==> src/rtl/alu_arb_seq.sv <==
// Two-requester front end for an external ALU: arbitrates, issues one op,
// captures flags and result, then holds the response until the consumer takes it.
module alu_arb_seq #(
   parameter bit         RR_EN   = 1'b1,
   parameter logic [3:0] IDLE_OP = 4'b0010
) (
   input  logic       clk,
   input  logic       rst,
   input  logic       req0_valid,
   output logic       req0_ready,
   input  logic [7:0] req0_a,
   input  logic [7:0] req0_b,
   input  logic [3:0] req0_op,
   input  logic       req1_valid,
   output logic       req1_ready,
   input  logic [7:0] req1_a,
   input  logic [7:0] req1_b,
   input  logic [3:0] req1_op,
   output logic       rsp_valid,
   input  logic       rsp_ready,
   output logic       rsp_id,
   output logic [7:0] rsp_data,
   output logic [2:0] rsp_flags,
   output logic       rsp_err,
   output logic [7:0] alu_a,
   output logic [7:0] alu_b,
   output logic [3:0] alu_s,
   input  logic [7:0] alu_f,
   input  logic       alu_z,
   input  logic       alu_c,
   input  logic       alu_v,
   output logic       busy
);

   localparam int unsigned DW  = 8;
   localparam int unsigned OPW = 4;
   localparam int unsigned FW  = 3;

   typedef enum logic [1:0] {IDLE, ISSUE, CAPT, RESP} state_t;

   state_t           state_q, state_d;
   logic             last_q, last_d;
   logic             rsp_valid_q, rsp_valid_d;
   logic             rsp_id_q, rsp_id_d;
   logic [DW-1:0]    rsp_data_q, rsp_data_d;
   logic [FW-1:0]    rsp_flags_q, rsp_flags_d;
   logic             rsp_err_q, rsp_err_d;
   logic [DW-1:0]    alu_a_q, alu_a_d;
   logic [DW-1:0]    alu_b_q, alu_b_d;
   logic [OPW-1:0]   alu_s_q, alu_s_d;
   logic             busy_q, busy_d;

   logic             gnt0_c, gnt1_c;
   logic [DW-1:0]    sel_a_c, sel_b_c;
   logic [OPW-1:0]   sel_op_c;

   // Grant only in IDLE and out of reset; last_q=1 means requester 1 won last.
   always_comb begin
      gnt0_c = 1'b0;
      gnt1_c = 1'b0;
      if (rst && state_q == IDLE) begin
         if (req0_valid && req1_valid) begin
            if (RR_EN && !last_q) gnt1_c = 1'b1;
            else                  gnt0_c = 1'b1;
         end else begin
            gnt0_c = req0_valid;
            gnt1_c = req1_valid;
         end
      end
      sel_a_c  = gnt1_c ? req1_a  : req0_a;
      sel_b_c  = gnt1_c ? req1_b  : req0_b;
      sel_op_c = gnt1_c ? req1_op : req0_op;
   end

   // Next state and next registered outputs.
   always_comb begin
      state_d     = state_q;
      last_d      = last_q;
      rsp_valid_d = rsp_valid_q;
      rsp_id_d    = rsp_id_q;
      rsp_data_d  = rsp_data_q;
      rsp_flags_d = rsp_flags_q;
      rsp_err_d   = rsp_err_q;
      alu_a_d     = DW'(0);
      alu_b_d     = DW'(0);
      alu_s_d     = IDLE_OP;
      case (state_q)
         IDLE: begin
            if (gnt0_c || gnt1_c) begin
               last_d   = gnt1_c;
               rsp_id_d = gnt1_c;
               if (sel_op_c[1:0] == 2'b10) begin
                  // Hold codes are rejected without touching the ALU.
                  state_d     = RESP;
                  rsp_valid_d = 1'b1;
                  rsp_err_d   = 1'b1;
                  rsp_data_d  = DW'(0);
                  rsp_flags_d = FW'(0);
               end else begin
                  state_d   = ISSUE;
                  rsp_err_d = 1'b0;
                  alu_a_d   = sel_a_c;
                  alu_b_d   = sel_b_c;
                  alu_s_d   = sel_op_c;
               end
            end
         end
         ISSUE: begin
            rsp_flags_d = {alu_z, alu_c, alu_v};
            state_d     = CAPT;
         end
         CAPT: begin
            rsp_data_d  = alu_f;
            rsp_valid_d = 1'b1;
            state_d     = RESP;
         end
         RESP: begin
            if (rsp_ready) begin
               rsp_valid_d = 1'b0;
               state_d     = IDLE;
            end
         end
         default: state_d = IDLE;
      endcase
      busy_d = (state_d != IDLE);
   end

   always_ff @(posedge clk) begin
      if (!rst) begin
         state_q     <= IDLE;
         last_q      <= 1'b1;
         rsp_valid_q <= 1'b0;
         rsp_id_q    <= 1'b0;
         rsp_data_q  <= DW'(0);
         rsp_flags_q <= FW'(0);
         rsp_err_q   <= 1'b0;
         alu_a_q     <= DW'(0);
         alu_b_q     <= DW'(0);
         alu_s_q     <= IDLE_OP;
         busy_q      <= 1'b0;
      end else begin
         state_q     <= state_d;
         last_q      <= last_d;
         rsp_valid_q <= rsp_valid_d;
         rsp_id_q    <= rsp_id_d;
         rsp_data_q  <= rsp_data_d;
         rsp_flags_q <= rsp_flags_d;
         rsp_err_q   <= rsp_err_d;
         alu_a_q     <= alu_a_d;
         alu_b_q     <= alu_b_d;
         alu_s_q     <= alu_s_d;
         busy_q      <= busy_d;
      end
   end

   // rsp_valid is masked while reset is held so nothing is offered mid-reset.
   assign req0_ready = gnt0_c;
   assign req1_ready = gnt1_c;
   assign rsp_valid  = rsp_valid_q & rst;
   assign rsp_id     = rsp_id_q;
   assign rsp_data   = rsp_data_q;
   assign rsp_flags  = rsp_flags_q;
   assign rsp_err    = rsp_err_q;
   assign alu_a      = alu_a_q;
   assign alu_b      = alu_b_q;
   assign alu_s      = alu_s_q;
   assign busy       = busy_q;

endmodule

==> config.mk <==
export PLATFORM = sky130hd
export DESIGN_NAME = alu_arb_seq
export DESIGN_NICKNAME = d
export VERILOG_FILES = /design/src/rtl/alu_arb_seq.sv
export SDC_FILE = /design/constraint.sdc
export NUM_CORES = 1
export LEC_CHECK = 0
export ABC_AREA = 1
export CAP_MARGIN = 20
export CORE_ASPECT_RATIO = 1.2
export CORE_MARGIN = 2
export CORE_UTILIZATION = 38
export DETAILED_ROUTE_END_ITERATION = 10
export PLACE_DENSITY_LB_ADDON = 0.08
export SETUP_SLACK_MARGIN = 0.1
export SLEW_MARGIN = 10
export SYNTH_ARGS = -nofsm -noshare
export SYNTH_HDL_FRONTEND = slang
export SYNTH_SLANG_ARGS = --single-unit
==> constraint.sdc <==
create_clock -name clk -period 2.9 [get_ports clk]
set_input_delay 0.435 -clock clk [delete_from_list [all_inputs] [get_ports clk]]
set_output_delay 0.435 -clock clk [all_outputs]
set_load 0.05 [all_outputs]
# ---- Yosys cells after proc, flatten, opt, wreduce, memory -nomap -nowiden
# Index checks and enable logic that the tools add are counted.
dict set report totals {
  ram_bits 0
  out_inout_bits 37
  latch_bits 0
  romBits 0
  word_cells 59
  n_memories 0
  inputBits 56
  ff_bits 38
}
dict set report op_classes {
  eq_ne 7
  n_mux 24
  magnitude_cmp 0
  n_bitwise 4
  n_mul 0
  addsub 0
  n_shift 0
  div 0
  n_reduce_logical 13
}
# op count
set ops {}
lappend ops {{$mux W8} 4}
lappend ops {{$pmux W8 S2} 1}
lappend ops {{$mux W1} 10}
lappend ops {{$pmux W2 S4} 1}
lappend ops {{$eq A2 B2 Y1 const B} 3}
lappend ops {{$mux W2} 3}
lappend ops {{$mux W3} 2}
lappend ops {{$pmux W3 S2} 1}
lappend ops {{$reduce_and A3 Y1} 2}
lappend ops {{$reduce_bool A2 Y1} 3}
lappend ops {{$mux W4} 1}
lappend ops {{$ne A2 B1 Y1 const B} 2}
lappend ops {{$reduce_and A4 Y1} 1}
lappend ops {{$reduce_or A4 Y1} 1}
lappend ops {{$not A1 Y1} 3}
lappend ops {{$pmux W1 S3} 1}
lappend ops {{$reduce_bool A3 Y1} 1}
lappend ops {{$eq A2 B1 Y1 const B} 1}
lappend ops {{$logic_and A1 B1 Y1} 2}
lappend ops {{$logic_not A2 Y1} 1}
lappend ops {{$ne A2 B2 Y1 const B} 1}
lappend ops {{$reduce_and A2 Y1} 1}
lappend ops {{$and A1 B1 Y1} 1}
lappend ops {{$logic_or A1 B1 Y1} 1}

# ---- Logic depth before layout (Yosys ltp)
# Gate-level depths: netlist (run 1).
dict set report logic_depth {
  ltp_word 9
  ltp_mapped 12
  depth_no_buf 12
}

# ---- Worst setup path after synthesis (run 1)
# OpenSTA, ideal clock, no wires.
dict set report synth_path {
  kind {input to output}
  from {input port req1_valid}
  to {output port req1_ready}
  required_ns 2.465
  slack_ns 1.297
  arrival_time_ns 1.168
  n_path_buf 2
  stages 6
  cell_sequence {inv_1 -> a21oi_2 -> nand2_2 -> inv_2 -> buf_4 -> buf_4}
}
dict set report synth_between {
  elab_chain_len 3
}
# element line
set synth_lines {}
lappend synth_lines {{start: declaration} 14} ;# input logic req1_valid,
lappend synth_lines {{$logic_and A1 B1 Y1} 62} ;# if (req0_valid && req1_valid) begin
lappend synth_lines {{$mux W1 (*)} 62}
lappend synth_lines {{$mux W1 (*)} 61} ;# if (rst && state_q == IDLE) begin
lappend synth_lines {{end: declaration} 15} ;# output logic req1_ready,
# Every way passes the cells marked *; elsewhere a longest branch is shown, timed or not.

# ---- Worst setup path after layout (run 1)
dict set report layout_path {
  from {input port rst}
  to {output port rsp_valid}
}
dict set report layout_between {
  elab_chain_len 1
}
# element line
set layout_lines {}
lappend layout_lines {{start: declaration} 8} ;# input logic rst,
lappend layout_lines {{$and A1 B1 Y1} 159} ;# assign rsp_valid = rsp_valid_q & rst;
lappend layout_lines {{end: declaration} 19} ;# output logic rsp_valid,
# No other way between the ends.

==> results.txt, run 1 <==
crit path buf inv count - 3
Total GRT Usage - 16.9%
I/O Pins - 93
pwr/cell area - 574 nW/um^2
Startpoint Class - input pin
number of synthesized flops with an enable pin - 0
fraction of registers with async set or reset after synthesis - 0%
Max stage delay on crit path - 0.79 ns
max cap viols - 0
DRT antenna net count - 0
cell taking the most area after synthesis - dfxtp_1
DR iter-0 viols - 37
WP data required - 2.47 ns
Hold Buf Count CTS - 0
cell count of the worst reg-to-reg path - 10
CP Cell Sequence - clkdlybuf4s50_1 -> nand2_1 -> inv_1 -> clkdlybuf4s50_1
CTS-repair resized insts - 0
Avg Vias per Cell - 4.51
share of cells above drive strength 1 - 9.93%
Core Region - 3660 um^2
fillers - 321
Syn Inst Count - 186
Critical Path Stages - 4
CTS root buf - clkbuf_8
Tcrit/Tclk final - 80.9%
Leakage - 1.03 nW
Die H - 71.7 um
Nets - 337
initial antenna violation count - 0
slew at the pin with the worst max-slew slack - 0.703 ns
capturing element type of the critical path - output pin
die area - 4340 um^2
Std-Cell Rows - 24
status - completed
CTS HTree Levels - 2
WHS Path Cells - 2
Mapped Nets - 242
Max clock buf depth - 2
flops & latches, synth - 38
Post CTS Setup Buffer Count - 0
initial core utilization - 39.7%
CTS tree - built
crit path kind - in -> out
min Tclk post-route - 2.35 ns
grt ovf - 0
Initial DRT Pass Iterations - 4
pin count of the biggest net entering global routing - 19
CTS clk-pin slew, worst paths - 0.07 ns
DRC violations left - 0
die width - 60.4 um
GP Congestion - 0.771
Largest delay share family, worst path - buffers and inverters
Main synth FF type - dfxtp_1
Avg WL per Cell - 10.8 um
top post-synthesis cells by count - 70 x nand2_1, 38 x dfxtp_1, 34 x a21oi_1
first-pass GRT wire length - 5690 um
Inserted Clock Buffers - 5
Setup-failing EPs final - 0
most frequent cell after synthesis - nand2_1
# port buffers - 92
syn_area_per_cell - 7.81 um^2
register area - 761 um^2
maximum vdd drop - 0.000359 V
Synth top area share - 52.4%
unrepaired setup endpoints after global routing - false
Yosys cell types - 16
clock sinks - 38
critical path's slowest cell - clkdlybuf4s50_1
Max-slew headroom - 52.9%
Area growth syn-to-layout - 74.0%
Setup TNS Final - 0 ns
via count of the first global-routing pass - 1373
Final Hold Fails - 0
Slew Limit Fails - 0
most frequent CP cell - clkdlybuf4s50_1
worst hold slack - 0.461 ns
largest cells by area after synthesis - dfxtp_1 52%, nand2_1 18%, a21oi_1 12%
Post-Syn Area - 1450 um^2
diodes inserted - 0
DP HPWL - 2800 um
latest clock arrival within the worst-skew pair - 0.27 ns
HP Class - reg -> reg
clk_skew - 0.00612 ns
final WL - 3610 um
fmax - 426 MHz
sequential element share of the synthesized area - 52.4%
vias - 1506
WP data arrival - 1.91 ns
Ys Warns - 0
CP max FO - 4
area of the multi-input gates - 613 um^2
[cell type report]
class | instances | area share (%)
Clock buffer | 7 | 3.42
Sequential cell | 38 | 30.1
Multi-Input combinational cell | 131 | 24.3
Inverter | 11 | 1.63
Timing Repair Buffer | 94 | 37.8
Tap cell | 52 | 2.57
Clock inverter | 1 | 0.198
[power breakdown]
group	switching (mW)	total (mW)	internal, mW
combinational	0.304	0.498	0.194
sequential	0.0191	0.592	0.573
clock	0.169	0.361	0.192
total	0.493	1.45	0.959
[cells by family after synthesis]
group | synth area share, %
and+or+nand+nor | 29.1
AOI/OAI and AO/OA | 13.1
DFF | 52.4
buffers and inverters | 5.43
[stage by stage]
| step | setup slack, ns | std cells | utilization, % | area (um^2) | total power, mW |
|---|---|---|---|---|---|
| 3_5_place_dp | 0.540 | 326 | 66.5 | 2440 | 1.11 |
| 2_1_floorplan | 1.30 | 186 | - | 1450 | 0.909 |
| 4_1_cts | 0.546 | 334 | 69.0 | 2530 | 1.47 |
| 6_report | 0.554 | 334 | 69.0 | 2530 | 1.45 |
| 3_3_place_gp | 0.561 | 326 | 66.5 | 2440 | 1.10 |
| 5_1_grt | 0.440 | 334 | 69.0 | 2530 | 1.53 |
[worst paths after layout]
kind / end / startpoint / slack [ns]
worst min register to register: rsp_data[3] / rsp_data[3] / 0.46
worst max register to register: rsp_data[0] / state_q[1] / 1.25
worst max-delay path: rsp_valid / rst / 0.55
worst min-delay path: rsp_data[3] / rsp_data[3] / 0.46
[tightest hold or removal path: cells and delay by family (launching register included)]
kind	cells	cell delay, ns
flip-flops	1	0.31
AND/OR/NAND/NOR	1	0.06
AO/OA/AOI/OAI	1	0.05
[state kept, by name, indices dropped and copies added (netlist names)]
signal and flops:
alu_a 8, alu_b 8, rsp_data 8, alu_s 4
rsp_flags 3, state_q 2, busy 1, last_q 1
rsp_err 1, rsp_id 1, rsp_valid_q 1
[cell usage in the layout, fill, tap and decap left out]
master / count
clkbuf_8: 6
nand2_2: 4
a31oi_1: 1
buf_4: 2
clkinv_2: 1
clkbuf_1: 1
nand2_1: 70
buf_12: 2
inv_1: 6
o21ai_0: 1
nor2_4: 5
dfxtp_1: 38
nand3_1: 6
inv_2: 5
nand2_4: 2
clkdlybuf4s50_1: 90
nor2_1: 7
a21oi_2: 1
a21oi_1: 34
[metal layers]
layer / vias up / part of all wire, % / track usage, % / wire, um
met3: 6 / 9.0 / 6.86 / 326
met4: 0 / 1.5 / 5.31 / 53
met5: - / 0 / 0 / 0
li1: 778 / - / - / -
met1: 657 / 40 / 18.8 / 1440
met2: 65 / 49 / 29.1 / 1790
Power figures use the tool's default switching activity.
==> run 2: changes to the inputs <==
--- a/config.mk
+++ b/config.mk
@@ -9,7 +9,7 @@
 export CAP_MARGIN = 20
 export CORE_ASPECT_RATIO = 1.2
 export CORE_MARGIN = 2
-export CORE_UTILIZATION = 38
+export CORE_UTILIZATION = 36
 export DETAILED_ROUTE_END_ITERATION = 10
 export PLACE_DENSITY_LB_ADDON = 0.08
 export SETUP_SLACK_MARGIN = 0.1
==> constraint.sdc (replaced) <==
create_clock -name clk -period 2.19 [get_ports clk]
set_input_delay 0.3285 -clock clk [delete_from_list [all_inputs] [get_ports clk]]
set_output_delay 0.3285 -clock clk [all_outputs]
set_load 0.05 [all_outputs]
==> results.txt, run 2 (same netlist as run 1, synthesis figures left out) <==
DR iter-0 viols - 72 (+95%)
Startpoint Class - input pin
Avg WL per Cell - 11.2 um (+3.2%)
CTS root buf - clkbuf_8
clk_skew - 0.00378 ns (-0.00234 ns)
fmax - 542 MHz
Max-slew headroom - 52.1% (-0.88 points)
die area - 4560 um^2 (+5.2%)
worst setup margin - 0.345 ns (-0.208 ns)
latest clock arrival within the worst-skew pair - 0.28 ns (about the same)
Initial DRT Pass Iterations - 4 (unchanged)
Post-Place Setup Slack - 0.197 ns (-0.343 ns)
Avg Vias per Cell - 4.51 (about the same)
Final Hold Fails - 0 (unchanged)
Post-DP Area - 2460 um^2 (+0.82%)
CP max FO - 6 (+2)
WP data arrival - 1.52 ns (-0.39 ns)
DP HPWL - 2870 um (+2.5%)
Leakage - 1.03 nW (+0.45%)
commonest cells after routing, fill and taps aside - 89 x clkdlybuf4s50_1, 70 x nand2_1, 38 x dfxtp_1
Critical Path Stages - 6 (+2)
max cap viols - 0 (unchanged)
crit path kind - in -> out
capturing element type of the critical path - output pin
Std-Cell Rows - 25 (+4.2%)
area of the multi-input gates - 613 um^2 (unchanged)
min Tclk post-route - 1.84 ns
vias - 1511 (+0.33%)
HP Class - reg -> reg
DRC violations left - 0 (unchanged)
unrepaired setup endpoints after global routing - false
share of cells above drive strength 1 - 10.3% (+0.39 points)
# port buffers - 92 (unchanged)
pin count of the biggest net entering global routing - 21 (+2)
status - completed
most frequent CP cell - inv_2
hold path startpoint - rsp_id
Hold Buf Count CTS - 0 (unchanged)
Final Cell Area - 2540 um^2 (+0.45%)
initial core utilization - 37.2% (-2.5 points)
WP data required - 1.86 ns (-0.61 ns)
CTS tree - built
Tcrit/Tclk final - 84.2%
Total GRT Usage - 17.8% (+0.86 points)
Die H - 73.6 um (+2.6%)
total power - 1.92 mW (+32%)
CP Cell Sequence - clkdlybuf4s50_1 -> inv_2 -> nor2_4 -> nand2_2 -> inv_2 -> buf_12
I/O Pins - 93 (unchanged)
Max stage delay on crit path - 0.56 ns (-0.23 ns)
Core Region - 3910 um^2 (+6.7%)
WHS Path Cells - 2 (unchanged)
CTS HTree Levels - 2 (unchanged)
Setup-failing EPs final - 0 (unchanged)
Critical Path Start - rst
diodes inserted - 0 (unchanged)
GP Congestion - 0.781 (+1.3%)
Inserted Clock Buffers - 5 (unchanged)
maximum vdd drop - 0.000365 V (+1.9%)
clock sinks - 38 (unchanged)
CTS clk-pin slew, worst paths - 0.07 ns (about the same)
crit path buf inv count - 4 (+1)
Max clock buf depth - 2 (unchanged)
grt ovf - 0 (unchanged)
Area growth syn-to-layout - 74.8%
Setup TNS Final - 0 ns (unchanged)
CTS-repair resized insts - 0 (unchanged)
slew at the pin with the worst max-slew slack - 0.717 ns (+0.0132 ns)
die width - 62.0 um (+2.6%)
fillers - 345 (+7.5%)
final WL - 3740 um (+3.5%)
via count of the first global-routing pass - 1401 (+2.0%)
Nets - 338 (+0.30%)
Post CTS Setup Buffer Count - 0 (unchanged)
pwr/cell area - 755 nW/um^2 (+31%)
Slew Limit Fails - 0 (unchanged)
DRT antenna net count - 0 (unchanged)
Largest delay share family, worst path - buffers and inverters
RR Startpoint - state_q[1]
most common cell after layout, fill and taps aside - clkdlybuf4s50_1
register area - 761 um^2 (unchanged)
cell count of the worst reg-to-reg path - 11 (+1)
initial antenna violation count - 0 (unchanged)
first-pass GRT wire length - 5900 um (+3.8%)
critical path's slowest cell - clkdlybuf4s50_1
run 2: cell types whose count changed in the layout (fill, tap and decap cells not counted):
| cell | change |
|---|---|
| buf_12 | +1 |
| buf_4 | +1 |
| clkbuf_1 | -1 |
| clkdlybuf4s50_1 | -1 |
| clkinv_2 | -1 |
run 2: tightest hold or removal path, delay by kind of cell, from the launching register on:
family / cells / cell delay (ns)
DFF: 1 / 0.31
AOI/OAI and AO/OA: 1 / 0.05
and+or+nand+nor: 1 / 0.06
run 2: per-layer routing:
| layer | vias up | part of all wire (%) | track usage, % |
|---|---|---|---|
| li1 | 778 | - | - |
| met1 | 672 | 36 | 17.3 |
| met2 | 55 | 54 | 31.4 |
| met3 | 6 | 8.6 | 8.80 |
| met4 | 0 | 1.5 | 6.38 |
| met5 | - | 0 | 0 |
run 2: area by class of cell:
class	instances	area share [%]
clock buffer	6	3.25
inverter	11	1.63
multi-input combinational	131	24.1
sequential	38	30.0
tap	54	2.66
timing repair buffer	95	38.3
run 2: worst paths after layout:
| path | to | slack (ns) |
|---|---|---|
| worst max-delay path | req1_ready | 0.35 |
| worst min-delay path | rsp_id | 0.46 |
| worst min register to register | rsp_id | 0.46 |
| worst max register to register | rsp_data[3] | 0.64 |
run 2: where the power goes:
group          switching, mW  total [mW]  internal [mW]
sequential            0.0258       0.785          0.759
combinational          0.406       0.670          0.264
clock                  0.219       0.461          0.242
run 2: stage by stage:
step	hold slack, ns	utilization [%]	instances
floorplan	0.413	-	186
global placement	0.446	62.8	329
detailed placement	0.458	62.8	329
CTS	0.464	64.9	335
global route	0.484	64.9	335
finish	0.460	64.9	335
